==> config.mk <==
export PLATFORM = sky130hd
export DESIGN_NAME = fifo_ctrl_flat
export DESIGN_NICKNAME = d
export VERILOG_FILES = /design/src/rtl/fifo_ctrl_if.sv /design/src/rtl/fifo_ctrl.sv /design/src/flat_wrapper.sv
export SDC_FILE = /design/constraint.sdc
export NUM_CORES = 1
export LEC_CHECK = 0
export ABC_AREA = 1
export CAP_MARGIN = 40
export CORE_MARGIN = 2
export CORE_UTILIZATION = 25
export CTS_BUF_LIST = sky130_fd_sc_hd__clkbuf_8
export DETAILED_ROUTE_END_ITERATION = 8
export PLACE_DENSITY = 0.55
export SETUP_SLACK_MARGIN = 0.3
export SLEW_MARGIN = 20
export SYNTH_ARGS = -nofsm -noshare
export SYNTH_HDL_FRONTEND = slang
export SYNTH_SLANG_ARGS = --single-unit
==> constraint.sdc <==
create_clock -name i_clk -period 1.97 [get_ports i_clk]
set_input_delay 0.394 -clock i_clk [delete_from_list [all_inputs] [get_ports i_clk]]
set_output_delay 0.394 -clock i_clk [all_outputs]
set_load 0.1 [all_outputs]
==> src/rtl/fifo_ctrl_if.sv <==
// Request/flag bundle between a FIFO user (master) and the fifo_ctrl pointer
// controller (slave), which also drives the register-file RAM addresses.
interface fifo_ctrl_if #(
   parameter int ADDR_WIDTH = 2
);
   logic                  i_wr;
   logic                  i_rd;
   logic                  i_clr_err;
   logic                  o_wr_en;
   logic [ADDR_WIDTH-1:0] o_w_addr;
   logic [ADDR_WIDTH-1:0] o_r_addr;
   logic                  o_rd_valid;
   logic                  o_full;
   logic                  o_empty;
   logic                  o_almost_full;
   logic                  o_almost_empty;
   logic [ADDR_WIDTH:0]   o_count;
   logic                  o_overflow;
   logic                  o_underflow;

   modport master (
      output i_wr, i_rd, i_clr_err,
      input  o_wr_en, o_w_addr, o_r_addr, o_rd_valid, o_full, o_empty,
             o_almost_full, o_almost_empty, o_count, o_overflow, o_underflow
   );

   modport slave (
      input  i_wr, i_rd, i_clr_err,
      output o_wr_en, o_w_addr, o_r_addr, o_rd_valid, o_full, o_empty,
             o_almost_full, o_almost_empty, o_count, o_overflow, o_underflow
   );
endinterface

==> src/rtl/fifo_ctrl.sv <==
// Pointer and flag controller for a synchronous FIFO built around a register-file
// RAM with one-cycle registered read data (old word returned on same-address collision).
module fifo_ctrl #(
   parameter int ADDR_WIDTH    = 2,
   parameter int AFULL_THRESH  = 2**ADDR_WIDTH - 1,
   parameter int AEMPTY_THRESH = 1
) (
   input logic        i_clk,
   input logic        i_reset,
   fifo_ctrl_if.slave bus
);

   localparam int              PTR_W      = ADDR_WIDTH + 1;
   localparam logic [PTR_W-1:0] PTR_ZERO  = {PTR_W{1'b0}};
   localparam logic [PTR_W-1:0] PTR_ONE   = {{ADDR_WIDTH{1'b0}}, 1'b1};
   localparam logic [PTR_W-1:0] AFULL_LVL  = PTR_W'(AFULL_THRESH);
   localparam logic [PTR_W-1:0] AEMPTY_LVL = PTR_W'(AEMPTY_THRESH);

   logic [PTR_W-1:0] wr_ptr_r;
   logic [PTR_W-1:0] rd_ptr_r;
   logic             rd_valid_r;
   logic             overflow_r;
   logic             underflow_r;

   logic [PTR_W-1:0] wr_ptr_nxt_s;
   logic [PTR_W-1:0] rd_ptr_nxt_s;
   logic             overflow_nxt_s;
   logic             underflow_nxt_s;
   logic [PTR_W-1:0] count_s;
   logic             empty_s;
   logic             full_s;
   logic             rd_ok_s;
   logic             wr_ok_s;

   // Occupancy, flags and accept decisions from the registered pointers.
   always_comb begin
      count_s = wr_ptr_r - rd_ptr_r;
      empty_s = (wr_ptr_r == rd_ptr_r);
      full_s  = (wr_ptr_r[ADDR_WIDTH] != rd_ptr_r[ADDR_WIDTH]) &&
                (wr_ptr_r[ADDR_WIDTH-1:0] == rd_ptr_r[ADDR_WIDTH-1:0]);
      rd_ok_s = bus.i_rd & ~empty_s;
      // A pop in the same cycle frees the slot, so a push into a full FIFO is safe.
      wr_ok_s = bus.i_wr & (~full_s | rd_ok_s);
   end

   // Next pointer values; rejected requests leave the pointers untouched.
   always_comb begin
      if (wr_ok_s) begin
         wr_ptr_nxt_s = wr_ptr_r + PTR_ONE;
      end else begin
         wr_ptr_nxt_s = wr_ptr_r + PTR_ZERO;
      end
      if (rd_ok_s) begin
         rd_ptr_nxt_s = rd_ptr_r + PTR_ONE;
      end else begin
         rd_ptr_nxt_s = rd_ptr_r + PTR_ZERO;
      end
   end

   // Sticky error flags; a new error in the clearing cycle keeps the flag set.
   always_comb begin
      if (bus.i_wr & ~wr_ok_s) begin
         overflow_nxt_s = 1'b1;
      end else if (bus.i_clr_err) begin
         overflow_nxt_s = 1'b0;
      end else begin
         overflow_nxt_s = overflow_r;
      end
      if (bus.i_rd & ~rd_ok_s) begin
         underflow_nxt_s = 1'b1;
      end else if (bus.i_clr_err) begin
         underflow_nxt_s = 1'b0;
      end else begin
         underflow_nxt_s = underflow_r;
      end
   end

   // State registers with asynchronous reset.
   always_ff @(posedge i_clk or posedge i_reset) begin
      if (i_reset) begin
         wr_ptr_r    <= PTR_ZERO;
         rd_ptr_r    <= PTR_ZERO;
         rd_valid_r  <= 1'b0;
         overflow_r  <= 1'b0;
         underflow_r <= 1'b0;
      end else begin
         wr_ptr_r    <= wr_ptr_nxt_s;
         rd_ptr_r    <= rd_ptr_nxt_s;
         rd_valid_r  <= rd_ok_s;
         overflow_r  <= overflow_nxt_s;
         underflow_r <= underflow_nxt_s;
      end
   end

   // Output mapping; write enable is masked while reset holds the pointers.
   always_comb begin
      bus.o_wr_en        = wr_ok_s & ~i_reset;
      bus.o_w_addr       = wr_ptr_r[ADDR_WIDTH-1:0];
      bus.o_r_addr       = rd_ptr_r[ADDR_WIDTH-1:0];
      bus.o_rd_valid     = rd_valid_r;
      bus.o_full         = full_s;
      bus.o_empty        = empty_s;
      bus.o_almost_full  = (count_s >= AFULL_LVL);
      bus.o_almost_empty = (count_s <= AEMPTY_LVL);
      bus.o_count        = count_s;
      bus.o_overflow     = overflow_r;
      bus.o_underflow    = underflow_r;
   end

endmodule
==> src/flat_wrapper.sv <==
// flat-port wrapper written by rule: the top's interface ports become plain ports
module fifo_ctrl_flat 
#(
   parameter int ADDR_WIDTH    = 2,
   parameter int AFULL_THRESH  = 2**ADDR_WIDTH - 1,
   parameter int AEMPTY_THRESH = 1
)
  (i_clk, i_reset, bus_i_wr, bus_i_rd, bus_i_clr_err, bus_o_wr_en, bus_o_w_addr, bus_o_r_addr, bus_o_rd_valid, bus_o_full, bus_o_empty, bus_o_almost_full, bus_o_almost_empty, bus_o_count, bus_o_overflow, bus_o_underflow);
  fifo_ctrl_if #(.ADDR_WIDTH(ADDR_WIDTH)) bus_i ();
  input logic i_clk;
  input logic i_reset;
  input wire logic [$bits(bus_i.i_wr)-1:0] bus_i_wr;
  input wire logic [$bits(bus_i.i_rd)-1:0] bus_i_rd;
  input wire logic [$bits(bus_i.i_clr_err)-1:0] bus_i_clr_err;
  output wire logic [$bits(bus_i.o_wr_en)-1:0] bus_o_wr_en;
  output wire logic [$bits(bus_i.o_w_addr)-1:0] bus_o_w_addr;
  output wire logic [$bits(bus_i.o_r_addr)-1:0] bus_o_r_addr;
  output wire logic [$bits(bus_i.o_rd_valid)-1:0] bus_o_rd_valid;
  output wire logic [$bits(bus_i.o_full)-1:0] bus_o_full;
  output wire logic [$bits(bus_i.o_empty)-1:0] bus_o_empty;
  output wire logic [$bits(bus_i.o_almost_full)-1:0] bus_o_almost_full;
  output wire logic [$bits(bus_i.o_almost_empty)-1:0] bus_o_almost_empty;
  output wire logic [$bits(bus_i.o_count)-1:0] bus_o_count;
  output wire logic [$bits(bus_i.o_overflow)-1:0] bus_o_overflow;
  output wire logic [$bits(bus_i.o_underflow)-1:0] bus_o_underflow;
  assign bus_i.i_wr = bus_i_wr;
  assign bus_i.i_rd = bus_i_rd;
  assign bus_i.i_clr_err = bus_i_clr_err;
  assign bus_o_wr_en = bus_i.o_wr_en;
  assign bus_o_w_addr = bus_i.o_w_addr;
  assign bus_o_r_addr = bus_i.o_r_addr;
  assign bus_o_rd_valid = bus_i.o_rd_valid;
  assign bus_o_full = bus_i.o_full;
  assign bus_o_empty = bus_i.o_empty;
  assign bus_o_almost_full = bus_i.o_almost_full;
  assign bus_o_almost_empty = bus_i.o_almost_empty;
  assign bus_o_count = bus_i.o_count;
  assign bus_o_overflow = bus_i.o_overflow;
  assign bus_o_underflow = bus_i.o_underflow;
  fifo_ctrl #(.ADDR_WIDTH(ADDR_WIDTH), .AFULL_THRESH(AFULL_THRESH), .AEMPTY_THRESH(AEMPTY_THRESH)) u_core (.i_clk(i_clk), .i_reset(i_reset), .bus(bus_i));
endmodule
==> metrics.md <==
| Metric | Value |
|---|---|
| WP data required | 1580 ps |
| Layout Cells excl Fill | 134 |
| Rel. slew slack | 0.752 |
| Final hold violations | 0 |
| Failing checks | setup timing |
| Area Growth Syn to Fin | 98.3% |
| CTS clk-pin slew, worst paths | 50 ps |
| Synth area leaders | dfrtp_1 (38%), nand2_1 (11%), inv_1 (10%) |
| H-Tree Depth | 1 |
| GP Congestion | 0.754 |
| Number of flops mapped to enable cells by yosys | 0 |
| Die area | 2760 µm² |
| Dpl hpwl | 1080 µm |
| Top cells by count, synth | nand2_1 (17), inv_1 (16), dfrtp_1 (9) |
| RSZ-0062 raised after global routing | yes |
| Skew-Pair Late Insertion Delay | 230 ps |
| GRT Overall Usage | 0.111 |
| Via count | 554 |
| CTS tree | built |
| Clk_skew | 4.21 ps |
| Routed WL per cell | 9.75 µm |
| Synthesized area | 588 µm² |
| Dpl cells | 124 |
| Setup ws final | -218 ps |
| Seq/Total Area, Yosys | 0.383 |
| Hold Slack | 520 ps |
| Kind of critical path | flop to output pin |
| Post-synth cell types | 16 |
| # diodes | 0 |
| TNS Setup | -700 ps |
| Final wirelength | 1310 µm |
| Reg2Reg Setup Slack | 550 ps |
| Yosys warnings | 0 |
| Depth of the most critical reg-to-reg path | 9 |
| Die Y | 52.5 µm |
| TritonCTS Buffers | 3 |
| Max-cap viol count | 0 |
| Syn Nets | 81 |
| Post-Place Setup Slack | -2.82 ps |
| Period Utilization, post-route | 1.11 |
| First-pass GRT wire length | 2190 µm |
| Final global-route overflow total | 0 |
| DR DRC count | 0 |
| Crit path DAT | 1790 ps |
| Register bit total from synthesis | 9 |
| Syn_area_per_cell | 8.28 µm² |
| Actual slew at the worst max-slew pin | 372 ps |
| Final nets | 117 |
| Final Max Tran Viols | 0 |
| # rows | 17 |
| Antenna violations before repair | 0 |
| Layout cells sized above 1 | 0.547 |
| First-pass DRT Iterations | 3 |
| FF-to-FF End | u_core.wr_ptr_r[0]$_DFFE_PP0P_ |
| Largest net degree at the start of global routing | 10 |
| Core outline area | 2210 µm² |
| Status | complete, but fails checks |
| Crit. End Element | output pin |
| Vias in the first global route | 530 |
| ANT nets after route | 0 |
| Reg2reg start | u_core.rd_ptr_r[1]$_DFFE_PP0P_ |
| F_max | 457 MHz |
| Worst Path Max Fanout | 3 |
| Ys async rst share | 1.00 |
| Most numerous cell in the Yosys netlist | nand2_1 |
| Min Tclk post-route | 2190 ps |
| Final setup violation count | 4 |
| Critical Path Source Type | flop |
| Buffers added on ports | 19 |
| CTS sink cnt | 9 |
| Yosys top cell area share | 0.383 |
| Syn Inst Count | 71 |
| Initial Util | 0.266 |
| Worst hold-check path type | primary input to asynchronous set/reset pin |
| Synth Flop Type | dfrtp_1 |
| Clock buffer depth | 2 |
| Vias per inst | 4.13 |
| Die X | 52.5 µm |
| Clock Tree Root | clkbuf_8 |
| Area leader, netlist | dfrtp_1 |
| Initial DRC Count | 7 |
| I/O pins | 20 |
==> cell families (layout without fill, tap and decap cells) <==
kind of cell,Yosys count,in the layout,share of synthesized area
simple gates,31,31,0.251
xor+xnor,4,4,0.0724
flops,9,9,0.383
fa+ha+maj,5,5,0.119
buf+inv,20,55,0.153
compound gates,2,2,0.0213
==> final cells by class <==
class	instances	area (µm²)
clock buffer	3	41.3
fill	196	1050
inverter	16	70.1
clock inverter	1	3.75
tap	28	35.0
timing repair buffer	35	414
multi-input combinational	42	375
sequential	9	226
==> layer usage <==
layer	track usage	vias up	share of wire
met5	0	-	0
met4	0.0513	0	0.018
met3	0.0257	4	0.052
met2	0.188	16	0.52
met1	0.131	255	0.40
li1	-	279	-
==> registers in the layout (all words and copies together) (netlist names) <==
signal                  cells
u_core.wr_ptr_r             3
u_core.bus.o_underflow      1
u_core.rd_ptr_r             3
u_core.bus.o_rd_valid       1
u_core.bus.o_overflow       1
==> timing repair <==
action                     4_1_cts  5_1_grt
setup buffers                    5        1
resized for setup               10        0
pin swaps                        1        0
setup endpoints to repair        8        7
hold buffers                     0        0
==> worst max-delay path, stage by stage (launching register included) <==
cell and delay (ps):
dfrtp_1 380, inv_2 80, ha_4 130, inv_2 30, fa_2 320, inv_2 90, xor2_4 190, buf_4 150
nor2_4 30, buf_12 150
==> metrics by stage <==
step / instance area, µm² / util
4_1_cts: 1160 / 0.524
6_report: 1170 / 0.527
2_1_floorplan: 668 / -
3_5_place_dp: 1040 / 0.469
3_3_place_gp: 1040 / 0.469
5_1_grt: 1170 / 0.527
==> how the worst max path moves through the flow <==
stage | cells after the start | from | end | slack (ps)
floorplan | 8 | u_core.wr_ptr_r[0]$_DFFE_PP0P_ | bus_o_almost_full | -460
global placement | 9 | u_core.wr_ptr_r[0]$_DFFE_PP0P_ | bus_o_almost_full | 50
detailed placement | 9 | u_core.wr_ptr_r[0]$_DFFE_PP0P_ | bus_o_almost_full | -3
CTS | 9 | u_core.wr_ptr_r[0]$_DFFE_PP0P_ | bus_o_almost_empty | -200
global route | 9 | u_core.wr_ptr_r[0]$_DFFE_PP0P_ | bus_o_almost_empty | -290
finish | 9 | u_core.wr_ptr_r[0]$_DFFE_PP0P_ | bus_o_almost_empty | -220
==> cell usage in the layout, fill, tap and decap left out <==
cell | Yosys | layout
dfrtp_1 | 9 | 8
xor2_4 | 0 | 1
inv_4 | 0 | 1
o22ai_1 | 2 | 2
nand3b_1 | 1 | 1
ha_1 | 4 | 2
clkinvlp_4 | 0 | 2
buf_6 | 0 | 1
nand2_8 | 0 | 1
inv_2 | 0 | 5
nand2_4 | 1 | 4
buf_12 | 0 | 11
nand2_1 | 17 | 15
nand3_2 | 1 | 1
clkbuf_8 | 0 | 3
fa_2 | 0 | 1
ha_4 | 0 | 2
xnor2_2 | 0 | 1
dfrtp_2 | 0 | 1
nand2_2 | 3 | 1
nand3_1 | 5 | 5
clkdlybuf4s50_1 | 0 | 4
inv_1 | 16 | 9
nor2_4 | 0 | 3
xor2_1 | 2 | 2
buf_4 | 4 | 19
Power is left out: the tool's default activity adds up to more than one toggle a clock period on the data nets, which glitch-free logic cannot reach.
